--- src/rtl/fir_pkg.sv ---
// Shared types and constants for the fir core and its stream sequencer.
package fir_pkg;

    localparam int FIR_TAPS   = 16;
    localparam int FIR_DATA_W = 16;

    typedef logic signed [FIR_DATA_W-1:0] sample_t;

    typedef enum logic [1:0] {
        IDLE,
        START,
        BUSY,
        CAPTURE
    } ctrl_state_t;

endpackage

--- src/rtl/fir_rate_div.sv ---
// Sample-rate divider: pulses strobe every div+1 cycles while en is high.
module fir_rate_div #(
    parameter int DIV_W = 8
) (
    input  logic             ck,
    input  logic             rst,
    input  logic             en,
    input  logic [DIV_W-1:0] div,
    output logic             strobe
);

    logic [DIV_W-1:0] cnt;
    logic [DIV_W-1:0] lim_q;
    logic [DIV_W-1:0] lim;

    // The limit is sampled at the start of each period, so a new div applies from the next wrap.
    assign lim    = (cnt == '0) ? div : lim_q;
    assign strobe = en && (cnt == lim);

    always_ff @(posedge ck or posedge rst) begin
        if (rst) begin
            cnt   <= '0;
            lim_q <= '0;
        end else if (!en) begin
            cnt   <= '0;
        end else begin
            if (cnt == '0)
                lim_q <= div;
            cnt <= strobe ? '0 : cnt + DIV_W'(1);
        end
    end

endmodule

--- src/rtl/fir_stream_ctrl.sv ---
// Sequencer around the shared fir core: issues start pulses from a stream or a
// periodic strobe, buffers one result for downstream, and tracks overruns/hangs.
module fir_stream_ctrl
    import fir_pkg::*;
#(
    parameter int DATA_W  = 16,
    parameter int DIV_W   = 8,
    parameter int TIMEOUT = 32
) (
    input  logic                     ck,
    input  logic                     rst,
    input  logic                     mode,
    input  logic        [DIV_W-1:0]  div,
    input  logic signed [DATA_W-1:0] s_data,
    input  logic                     s_valid,
    output logic                     s_ready,
    output logic signed [DATA_W-1:0] m_data,
    output logic                     m_valid,
    input  logic                     m_ready,
    output logic signed [DATA_W-1:0] core_in,
    output logic                     core_start,
    input  logic                     core_done,
    input  logic signed [DATA_W-1:0] core_out,
    output logic        [15:0]       overrun_count,
    output logic                     timeout_err,
    output logic                     busy
);

    localparam int TCW = $clog2(TIMEOUT + 1);

    ctrl_state_t    state;
    ctrl_state_t    state_nx;
    logic           strobe;
    logic           issue;
    logic           take;
    logic           tmo;
    logic [TCW-1:0] tcnt;

    fir_rate_div #(
        .DIV_W (DIV_W)
    ) u_rate_div (
        .ck     (ck),
        .rst    (rst),
        .en     (mode),
        .div    (div),
        .strobe (strobe)
    );

    // A new sample may be issued only if its result will have somewhere to land.
    assign issue = !m_valid || m_ready;
    assign take  = (state == IDLE) && issue && (mode ? strobe : s_valid);
    // tcnt holds cycles elapsed since core_start; a done in the same cycle wins.
    assign tmo   = (state == BUSY) && !core_done && (tcnt == TCW'(TIMEOUT - 1));

    always_ff @(posedge ck or posedge rst) begin
        if (rst)
            state <= IDLE;
        else
            state <= state_nx;
    end

    always_comb begin
        state_nx = state;
        unique case (state)
            IDLE:    if (take) state_nx = START;
            START:   state_nx = BUSY;
            BUSY: begin
                if (core_done)
                    state_nx = CAPTURE;
                else if (tmo)
                    state_nx = IDLE;
            end
            CAPTURE: state_nx = IDLE;
            default: state_nx = IDLE;
        endcase
    end

    always_comb begin
        s_ready    = 1'b0;
        core_start = 1'b0;
        busy       = (state != IDLE);
        if ((state == IDLE) && !mode && issue && !rst)
            s_ready = 1'b1;
        if (state == START)
            core_start = 1'b1;
    end

    always_ff @(posedge ck or posedge rst) begin
        if (rst) begin
            core_in       <= '0;
            m_data        <= '0;
            m_valid       <= 1'b0;
            tcnt          <= '0;
            timeout_err   <= 1'b0;
            overrun_count <= '0;
        end else begin
            if (take)
                core_in <= s_data;

            if (state == START)
                tcnt <= TCW'(1);
            else if (state == BUSY)
                tcnt <= tcnt + TCW'(1);

            if (tmo)
                timeout_err <= 1'b1;

            if (state == CAPTURE) begin
                m_data  <= core_out;
                m_valid <= 1'b1;
            end else if (m_valid && m_ready) begin
                m_valid <= 1'b0;
            end

            if (mode && strobe && !take && (overrun_count != '1))
                overrun_count <= overrun_count + 16'd1;
        end
    end

endmodule
--- config.mk ---
export PLATFORM = sky130hd
export DESIGN_NAME = fir_stream_ctrl
export DESIGN_NICKNAME = d
export VERILOG_FILES = /design/src/rtl/fir_pkg.sv /design/src/rtl/fir_rate_div.sv /design/src/rtl/fir_stream_ctrl.sv
export SDC_FILE = /design/constraint.sdc
export NUM_CORES = 1
export LEC_CHECK = 0
export BUFFER_PORTS_ARGS = -buffer_cell sky130_fd_sc_hd__buf_2
export CAP_MARGIN = 10
export CELL_PAD_IN_SITES_DETAIL_PLACEMENT = 0
export CELL_PAD_IN_SITES_GLOBAL_PLACEMENT = 1
export CORE_MARGIN = 2
export CORE_UTILIZATION = 28
export CTS_BUF_LIST = sky130_fd_sc_hd__clkbuf_16
export DETAILED_ROUTE_END_ITERATION = 16
export PLACE_DENSITY_LB_ADDON = 0.3
export SLEW_MARGIN = 0
export SYNTH_ARGS = -nofsm -noshare
export SYNTH_HDL_FRONTEND = slang
export SYNTH_SLANG_ARGS = --single-unit
--- constraint.sdc ---
create_clock -name ck -period 5.6 [get_ports ck]
set_input_delay 0.28 -clock ck [delete_from_list [all_inputs] [get_ports ck]]
set_output_delay 0.28 -clock ck [all_outputs]
set_load 0.1 [all_outputs]
==> results of run 1 <==
==> critical path, delay by kind of cell (launching register included) <==
| kind | cells | cell delay [ns] |
|---|---|---|
| compound gates | 2 | 0.81 |
| fa+ha+maj | 1 | 0.13 |
| buf+inv | 1 | 0.09 |
| flops | 1 | 0.45 |
| mux | 2 | 0.52 |
| simple gates | 3 | 0.70 |
==> final cells by class <==
cell class                      instances  share of cell area
Sequential cell                        74               0.417
Multi-Input combinational cell        199               0.354
Timing Repair Buffer                   99               0.112
Clock buffer                            9              0.0507
Tap cell                              168              0.0473
Inverter                               13              0.0110
Clock inverter                          7             0.00789
==> cells in the mapped netlist, types with 2 or more instances <==
cell type  count
o22ai_1        4
or2b_1         3
ha_1           8
mux2_2        28
and3_1         5
nor2b_1        3
mux2_4         9
nand4_1        7
a21oi_1        7
nand3_1       14
clkbuf_1       5
inv_1         13
nor3_1         2
nand2_1       18
o21ai_0        8
nor2_1        15
nor4_1         2
dfrtp_1       74
xnor2_1       16
or3_1          2
nand2b_1       8
xor2_1        11
mux2i_1        2
a31oi_1        3
and2_1         3
==> cells by family (layout without fill, tap and decap cells) <==
kind of cell | Yosys count | in the layout | synth area share
and+or+nand+nor | 94 | 94 | 0.156
muxes | 39 | 39 | 0.134
buffers and inverters | 20 | 128 | 0.0249
AOI/OAI and AO/OA | 31 | 31 | 0.0620
DFF | 74 | 74 | 0.527
xor gates and xnor gates | 27 | 27 | 0.0673
adders and majority gates | 8 | 8 | 0.0285
==> layer usage <==
metal	GRT usage	routed length, µm
met2	0.199	3710
met4	0.0548	146
met1	0.153	3540
met5	0	0
met3	0.0465	454
==> path summary, 6_finish.rpt <==
path	start	to	slack (ns)	cells after the start
worst max register to register	u_rate_div.cnt[0]	core_in[9]	2.79	9
worst min register to register	overrun_count[15]	overrun_count[15]	0.50	1
max in group asynchronous	rst	overrun_count[5]	4.49	3
worst max-delay path	u_rate_div.cnt[0]	core_in[9]	2.79	9
min in group ck	core_out[6]	m_data[6]	0.17	2
worst min-delay path	rst	u_rate_div.cnt[7]	0.1	2
==> through the flow <==
stage          hold WS, ns   util  cell area (µm²)  setup slack (ns)
2_1_floorplan        0.429      -             3510              2.16
3_3_place_gp         0.466  0.345             4180              2.85
3_5_place_dp         0.484  0.345             4180              2.76
4_1_cts              0.145  0.367             4440              2.74
5_1_grt              0.153  0.367             4440              2.58
6_report            0.0967  0.367             4440              2.79
==> registers in the layout (all words and copies together) (netlist names) <==
name / flops
tcnt: 6
m_data: 16
state: 2
timeout_err: 1
u_rate_div.cnt: 8
u_rate_div.lim_q: 8
overrun_count: 16
m_valid: 1
core_in: 16
==> results.py, run 1 <==
metrics = {
    "status": {
        "status": "completed",
    },
    "sta": {
        "tightest_slew_ns": 0.789,
        "min_period_ns": 2.81,
        "fin_crit_sh": 0.503,
        "setup_tns_ns": 0,
        "rsz0062_at_grt": "no",
        "finalSetupViolCount": 0,
        "final.setup_skew_ns": 0.00606,
        "hold_viol": 0,
        "max_slew_margin": 0.473,
        "clock.fmax_mhz": 355,
        "slew_violations": 0,
    },
    "floorplan": {
        "rows": 40,
        "io_pins": 99,
        "dieArea_mm2": 0.0135,
        "start_util": 0.290,
        "core_mm2": 0.0121,
        "dieWidth_um": 116,
        "die_height_um": 116,
    },
    "routing": {
        "drt_pass1_iterations": 4,
        "drtIter0Drc": 105,
        "antenna_left": 0,
        "vias": 2549,
        "routed_via_density": 4.48,
        "drc": 0,
        "finalWirelength_um": 7850,
        "wl_per_cell_um": 13.8,
    },
    "logic_synthesis": {
        "yosys.area.top_type_share": 0.527,
        "syn_area_mm2": 0.00351,
        "synth_edf_count": 0,
        "ys_ff_latch": 74,
        "synth_cell_types": 48,
        "yosysWarningCount": 0,
        "async_flop_share": 1.00,
        "synth_fp_nets": 347,
        "netlist_top_cells_area": "dfrtp_1 (53%), mux2_2 (9.0%), xnor2_1 (4.0%), mux2_4 (3.8%), ha_1 (2.8%)",
        "synth_flop_cell": "dfrtp_1",
        "synth_seq_area_share": 0.527,
        "yosysTopAreaCell": "dfrtp_1",
        "avgSynthCellArea_um2": 12.0,
        "syn_inst": 293,
    },
    "cts": {
        "clkLatencyLatePin_ns": 0.34,
        "clk_pin_slew_ns": 0.06,
        "cts_buffers": 9,
        "clockBufferDepth": 2,
        "tritoncts": "done",
        "root_buffer": "clkbuf_16",
        "postCtsHoldBufs": 0,
        "ctsHtreeMaxLevel": 3,
        "cts_sinks": 74,
        "cts_setup_buffers": 0,
        "cts_resized": 0,
    },
    "finish": {
        "layout.cells.most_common_list": "buf_2 (98), dfrtp_1 (74), mux2_2 (28)",
        "fillerInstances": 1252,
        "register_area_mm2": 0.00185,
        "post_route_cells_drive_above_1_share": 0.401,
        "multi_input_area_mm2": 0.00157,
        "final_common_cell": "buf_2",
        "nNetsFinal": 450,
        "diodes": 0,
        "synthToLayoutAreaGrowth_pct": 26.5,
        "final_cells": 569,
    },
    "placement": {
        "dp_hpwl_um": 5810,
        "dp_cells": 553,
        "io_buffers": 98,
        "place_congestion": 0.759,
    },
    "grt": {
        "grt_pass1_vias": 2516,
        "grt_max_degree": 39,
        "antenna_found_initial": 0,
        "grt_usage": 0.125,
        "globalRoute.totalOverflow": 0,
        "grt_pass1_wl_um": 12600,
    },
    "hold_path": {
        "hold_class": "input port to async pin",
    },
    "setup_path": {
        "worst-setup-path-type": "register to register",
        "crit_path_max_fanout": 17,
        "start_kind": "register",
        "critical_path.cell_chain": "inv_1 -> ha_1 -> nor4b_2 -> and3b_4 -> mux2i_1 -> o211ai_4 -> nor4b_4 -> o21bai_4 -> mux2_2",
        "required_ns": 5.82,
        "critPathMaxStageDelay_ns": 0.54,
        "endpoint_kind": "register",
        "slowest_stage": "o21bai_4",
        "arrival_ns": 3.03,
    },
    "flow_run": {
        "cap_violations": 0,
    },
}
Power of run 1 is left out: the tool's default activity adds up to more than one toggle a clock period on the data nets, which glitch-free logic cannot reach.
==> run 2, diff against run 1 <==
- ABC_AREA: default -> 1
- clock period: 5.6 -> 2.7 ns (I/O delays scaled with it)
==> results.py, run 2 <==
metrics = {
    "sta": {
        "fin_crit_sh": 0.901,
        "rsz0062_at_grt": "no",
        "max_slew_margin": 0.651,
        "clock.fmax_mhz": 411,
        "slew_violations": 0,
        "final.setup_skew_ns": 0.00555,
        "finalSetupViolCount": 0,
        "setup_tns_ns": 0,
        "hold_viol": 0,
        "tightest_slew_ns": 0.528,
        "min_period_ns": 2.43,
    },
    "cts": {
        "clk_pin_slew_ns": 0.06,
        "cts_sinks": 74,
        "cts_buffers": 9,
        "cts_setup_buffers": 0,
        "root_buffer": "clkbuf_16",
        "clkLatencyLatePin_ns": 0.34,
        "clockBufferDepth": 2,
        "ctsHtreeMaxLevel": 3,
        "tritoncts": "done",
    },
    "finish": {
        "synthToLayoutAreaGrowth_pct": 33.5,
        "layout.cells.most_common_list": "nand2_1 (167), buf_2 (98), dfrtp_1 (74)",
        "final_common_cell": "nand2_1",
        "diodes": 0,
        "nNetsFinal": 678,
        "reg_top3": "core_in x16, m_data x16, overrun_count x16",
        "post_route_cells_drive_above_1_share": 0.231,
    },
    "power_and_ir_drop": {
        "seqPwrFrac": 0.274,
        "p_comb_frac": 0.543,
        "ir_drop_mv": 0.938,
        "p_leak_uw": 0.00270,
        "p_clk_frac": 0.183,
        "power_switching_uw": 3350,
        "switching_share": 0.564,
        "finalPower_uw": 5930,
        "p_int_uw": 2580,
        "powerDensity_mw_per_mm2": 1150,
    },
    "flow_run": {
        "cap_violations": 0,
    },
    "routing": {
        "drc": 0,
        "drtIter0Drc": 173,
        "vias": 3536,
        "drt_pass1_iterations": 4,
        "wl_per_cell_um": 12.8,
        "finalWirelength_um": 10300,
        "routed_via_density": 4.39,
        "antenna_left": 0,
    },
    "setup_path": {
        "r2r_start": "u_rate_div.cnt[0]",
        "worst-setup-path-type": "register to register",
        "crit_path_max_fanout": 14,
        "start_kind": "register",
        "required_ns": 2.93,
        "endpoint_kind": "register",
        "reg2reg_to": "overrun_count[7]",
        "arrival_ns": 2.66,
        "reg2reg_setup_slack_ns": 0.27,
        "reg2reg_depth": 16,
    },
    "grt": {
        "grt_max_degree": 75,
        "antenna_found_initial": 0,
        "grt_usage": 0.148,
        "grt_pass1_wl_um": 16900,
        "globalRoute.totalOverflow": 0,
        "grt_pass1_vias": 3457,
    },
    "logic_synthesis": {
        "synth_flop_cell": "dfrtp_1",
        "synth_fp_nets": 542,
        "avgSynthCellArea_um2": 7.91,
        "synth_cell_types": 32,
        "async_flop_share": 1.00,
        "netlist_top_cells_area": "dfrtp_1 (48%), nand2_1 (16%), nand3_1 (8.6%), inv_1 (4.3%), nor2_1 (3.0%)",
        "syn_area_mm2": 0.00386,
        "synth_most_common_cell": "nand2_1",
        "ys_ff_latch": 74,
        "synth_seq_area_share": 0.480,
        "synth_edf_count": 0,
        "yosysWarningCount": 0,
        "yosys.area.top_type_share": 0.480,
        "synth_common_cells": "nand2_1 (167), dfrtp_1 (74), nand3_1 (66)",
        "syn_inst": 488,
        "yosysTopAreaCell": "dfrtp_1",
    },
    "floorplan": {
        "rows": 42,
        "dieWidth_um": 121,
        "dieArea_mm2": 0.0147,
        "core_mm2": 0.0133,
        "start_util": 0.289,
        "die_height_um": 121,
        "io_pins": 99,
    },
    "status": {
        "status": "completed",
    },
    "placement": {
        "io_buffers": 98,
        "place_congestion": 0.831,
        "dp_hpwl_um": 7420,
    },
    "hold_path": {
        "min-delay-start": "s_data[13]",
        "whs_path_depth": 3,
        "holdPathEnd": "core_in[13]",
        "hold_class": "input port to register",
    },
}
## run 2: cell types whose count changed after synthesis, moves of 8 or more
cell / previous run / this run
inv_1: 13 / 44
inv_2: 0 / 8
mux2_2: 28 / 0
mux2_4: 9 / 0
nand2_1: 18 / 167
nand2b_1: 8 / 0
nand3_1: 14 / 66
nor2_1: 15 / 31
nor3_1: 2 / 12
o21ai_0: 8 / 16
xnor2_1: 16 / 3
## run 2: how the worst max path moves through the flow
stage                 startpoint           endpoint  slack, ns  cells after the start
2_1_floorplan   overrun_count[0]  overrun_count[12]       0.07                     10
3_3_place_gp   u_rate_div.cnt[1]   overrun_count[7]       0.25                     12
3_5_place_dp   u_rate_div.cnt[0]   overrun_count[7]       0.17                     14
4_1_cts        u_rate_div.cnt[0]   overrun_count[7]       0.17                     14
5_1_grt        u_rate_div.cnt[0]           state[1]       0.01                     15
6_report       u_rate_div.cnt[0]   overrun_count[7]       0.27                     16
## run 2: area by class of cell
type	count	area, µm²
well taps	176	220
multi-input cells	350	1750
fillers	1395	8200
flip-flops and latches	74	1850
inverters	53	199
repair buffers	136	868
clock inverters	7	38.8
clock buffers	9	225
## run 2: cells by family after synthesis
logic type | Yosys count | synth area share
AOI/OAI and AO/OA | 22 | 0.0318
xor gates and xnor gates | 16 | 0.0363
adders and majority gates | 8 | 0.0259
buffers and inverters | 64 | 0.0694
DFF | 74 | 0.480
and+or+nand+nor | 304 | 0.357
## run 2: timing repair
| action | 4_1_cts | 5_1_grt |
|---|---|---|
| hold endpoints to repair | 105 | 0 |
| endpoints found under the setup margin | 0 | 34 |
| gates resized for setup | 0 | 1 |
| hold buffers | 32 | 0 |
## run 2: power by group through the flow
stage	Sequential (µW)	Combinational (µW)	Clock (µW)
after floorplan	3380	897	0
after global placement	1630	3180	0
after detailed placement	1640	3190	0
after CTS	1630	3230	1130
after global routing	1680	3420	1160
final	1630	3220	1080
## run 2: worst max-delay path, stage by stage, from the launching register on
cell and delay [ns]:
dfrtp_1 0.41, inv_1 0.12, ha_1 0.19, nand2_2 0.07, nor2_4 0.16, nand2_4 0.13
nand2_1 0.11, nand2_1 0.07, nand2_1 0.09, nand2_1 0.05, nor2_1 0.10, nand2_1 0.09
nor2_4 0.17, nand3_4 0.14, inv_2 0.17, nand2_1 0.08, xor2_1 0.15
## run 2: routing by layer
| metal | wire length, µm | global-route usage |
|---|---|---|
| met5 | 0 | 0 |
| met3 | 698 | 0.0564 |
| met4 | 130 | 0.0431 |
| met2 | 4810 | 0.242 |
| met1 | 4660 | 0.183 |
## run 2: per-stage QoR
step | std cells | utilization | setup slack [ns] | area, µm² | hold slack, ns
after floorplan | 488 | - | 0.0665 | 3860 | 0.245
after global placement | 757 | 0.342 | 0.252 | 4560 | 0.279
after detailed placement | 757 | 0.342 | 0.167 | 4560 | 0.280
after CTS | 805 | 0.386 | 0.168 | 5150 | 0.0183
after global routing | 805 | 0.386 | 0.00969 | 5150 | 0.0180
final | 805 | 0.386 | 0.268 | 5150 | 0.0235
No activity file was read; power rests on OpenSTA's default activity.
==> run 3, diff against run 2 <==
- CTS_BUF_LIST: sky130_fd_sc_hd__clkbuf_16 -> default
==> results.py, run 3 (same netlist as run 2, synthesis figures left out) <==
metrics = {
    "routing": {
        "vias": 3555,
        "routed_via_density": 4.42,
        "drtIter0Drc": 177,
        "finalWirelength_um": 10300,
        "drc": 0,
        "wl_per_cell_um": 12.8,
        "antenna_left": 0,
        "drt_pass1_iterations": 4,
    },
    "setup_path": {
        "arrival_ns": 2.66,
        "start_kind": "register",
        "worst-setup-path-type": "register to register",
        "required_ns": 2.93,
        "crit_path_max_fanout": 14,
        "endpoint_kind": "register",
    },
    "finish": {
        "multi_input_area_mm2": 0.00175,
        "post_route_cells_drive_above_1_share": 0.232,
        "nNetsFinal": 678,
        "diodes": 0,
        "fillerInstances": 1394,
        "reg_top3": "core_in x16, m_data x16, overrun_count x16",
        "layout.cells.most_common_list": "nand2_1 (167), buf_2 (98), dfrtp_1 (74)",
        "register_area_mm2": 0.00185,
        "synthToLayoutAreaGrowth_pct": 33.8,
        "final_cells": 805,
        "final_common_cell": "nand2_1",
    },
    "flow_run": {
        "cap_violations": 0,
    },
    "sta": {
        "hold_viol": 0,
        "rsz0062_at_grt": "no",
        "tightest_slew_ns": 0.528,
        "clock.fmax_mhz": 411,
        "finalSetupViolCount": 0,
        "min_period_ns": 2.43,
        "max_slew_margin": 0.651,
        "final.setup_skew_ns": 0.00571,
        "setup_tns_ns": 0,
        "fin_crit_sh": 0.900,
        "slew_violations": 0,
        "holdWs_ns": 0.0224,
    },
    "cts": {
        "root_buffer": "clkbuf_16",
        "cts_sinks": 74,
        "clk_pin_slew_ns": 0.06,
        "tritoncts": "done",
        "clkLatencyLatePin_ns": 0.34,
        "cts_setup_buffers": 0,
        "clockBufferDepth": 2,
        "ctsHtreeMaxLevel": 3,
        "cts_buffers": 9,
    },
    "floorplan": {
        "io_pins": 99,
        "core_mm2": 0.0133,
        "dieArea_mm2": 0.0147,
        "rows": 42,
        "die_height_um": 121,
        "dieWidth_um": 121,
        "start_util": 0.289,
    },
    "power_and_ir_drop": {
        "powerDensity_mw_per_mm2": 1160,
        "ir_drop_mv": 0.939,
        "p_leak_uw": 0.00270,
    },
    "hold_path": {
        "hold_class": "input port to register",
    },
    "placement": {
        "dp_cells": 757,
        "place_congestion": 0.831,
        "dp_hpwl_um": 7420,
        "io_buffers": 98,
    },
    "grt": {
        "grt_usage": 0.148,
        "grt_max_degree": 75,
        "grt_pass1_vias": 3456,
        "globalRoute.totalOverflow": 0,
        "grt_pass1_wl_um": 16900,
        "antenna_found_initial": 0,
    },
    "status": {
        "status": "completed",
    },
}
[run 3: changes by cell type in the layout (fill, tap and decap cells not counted)]
cell,change
clkbuf_1,+2
clkbuf_8,+1
clkinv_1,-1
inv_1,-2
[run 3: where the power goes]
| part | internal (µW) | switching, µW | total (µW) |
|---|---|---|---|
| logic | 548 | 2670 | 3220 |
| registers | 1430 | 201 | 1630 |
| clock network | 648 | 474 | 1120 |
[run 3: repair_timing]
action / in CTS / in global routing
hold buffers: 32 / 0
gates resized for setup: 0 / 1
hold endpoints to repair: 105 / 0
setup endpoints to repair: 0 / 34
[run 3: worst max-delay path: stages (launching register included)]
cell     delay [ns]
dfrtp_1        0.41
inv_1          0.12
ha_1           0.19
nand2_2        0.07
nor2_4         0.16
nand2_4        0.13
nand2_1        0.11
nand2_1        0.07
nand2_1        0.09
nand2_1        0.05
nor2_1         0.10
nand2_1        0.09
nor2_4         0.17
nand3_4        0.14
inv_2          0.17
nand2_1        0.08
xor2_1         0.15
[run 3: worst paths after layout]
kind	from	to	slack (ns)	depth (start not counted)
hold / removal	s_data[13]	core_in[13]	0.02	3
hold reg to reg	m_data[0]	m_data[0]	0.47	2
min in group asynchronous	rst	overrun_count[14]	0.45	4
setup / recovery	u_rate_div.cnt[0]	overrun_count[7]	0.27	16
max in group asynchronous	rst	core_in[2]	1.94	4
setup reg to reg	u_rate_div.cnt[0]	overrun_count[7]	0.27	16
[run 3: area by class of cell]
cell class                 count  share of cell area
multi-input combinational    350               0.339
inverter                      53              0.0385
timing repair buffer         136               0.168
tap                          176              0.0427
sequential                    74               0.359
clock buffer                  12              0.0477
clock inverter                 4             0.00533
[run 3: through the flow]
| step | instance area [µm²] | setup WS (ns) | util | total power, µW |
|---|---|---|---|---|
| finish | 5160 | 0.270 | 0.387 | 5970 |
| global placement | 4560 | 0.252 | 0.342 | 4810 |
| CTS | 5160 | 0.168 | 0.386 | 6030 |
| floorplan | 3860 | 0.0665 | - | 4280 |
| global route | 5160 | 0.00969 | 0.387 | 6290 |
| detailed placement | 4560 | 0.167 | 0.342 | 4830 |
[run 3: layer usage]
layer  GRT usage  part of all wire  up-vias  wire, µm
met5           0                 0        -         0
met4      0.0431             0.015        0       153
met3      0.0564             0.067       18       695
met2       0.242              0.46      101      4790
met1       0.183              0.45     1618      4670
li1            -                 -     1818         -
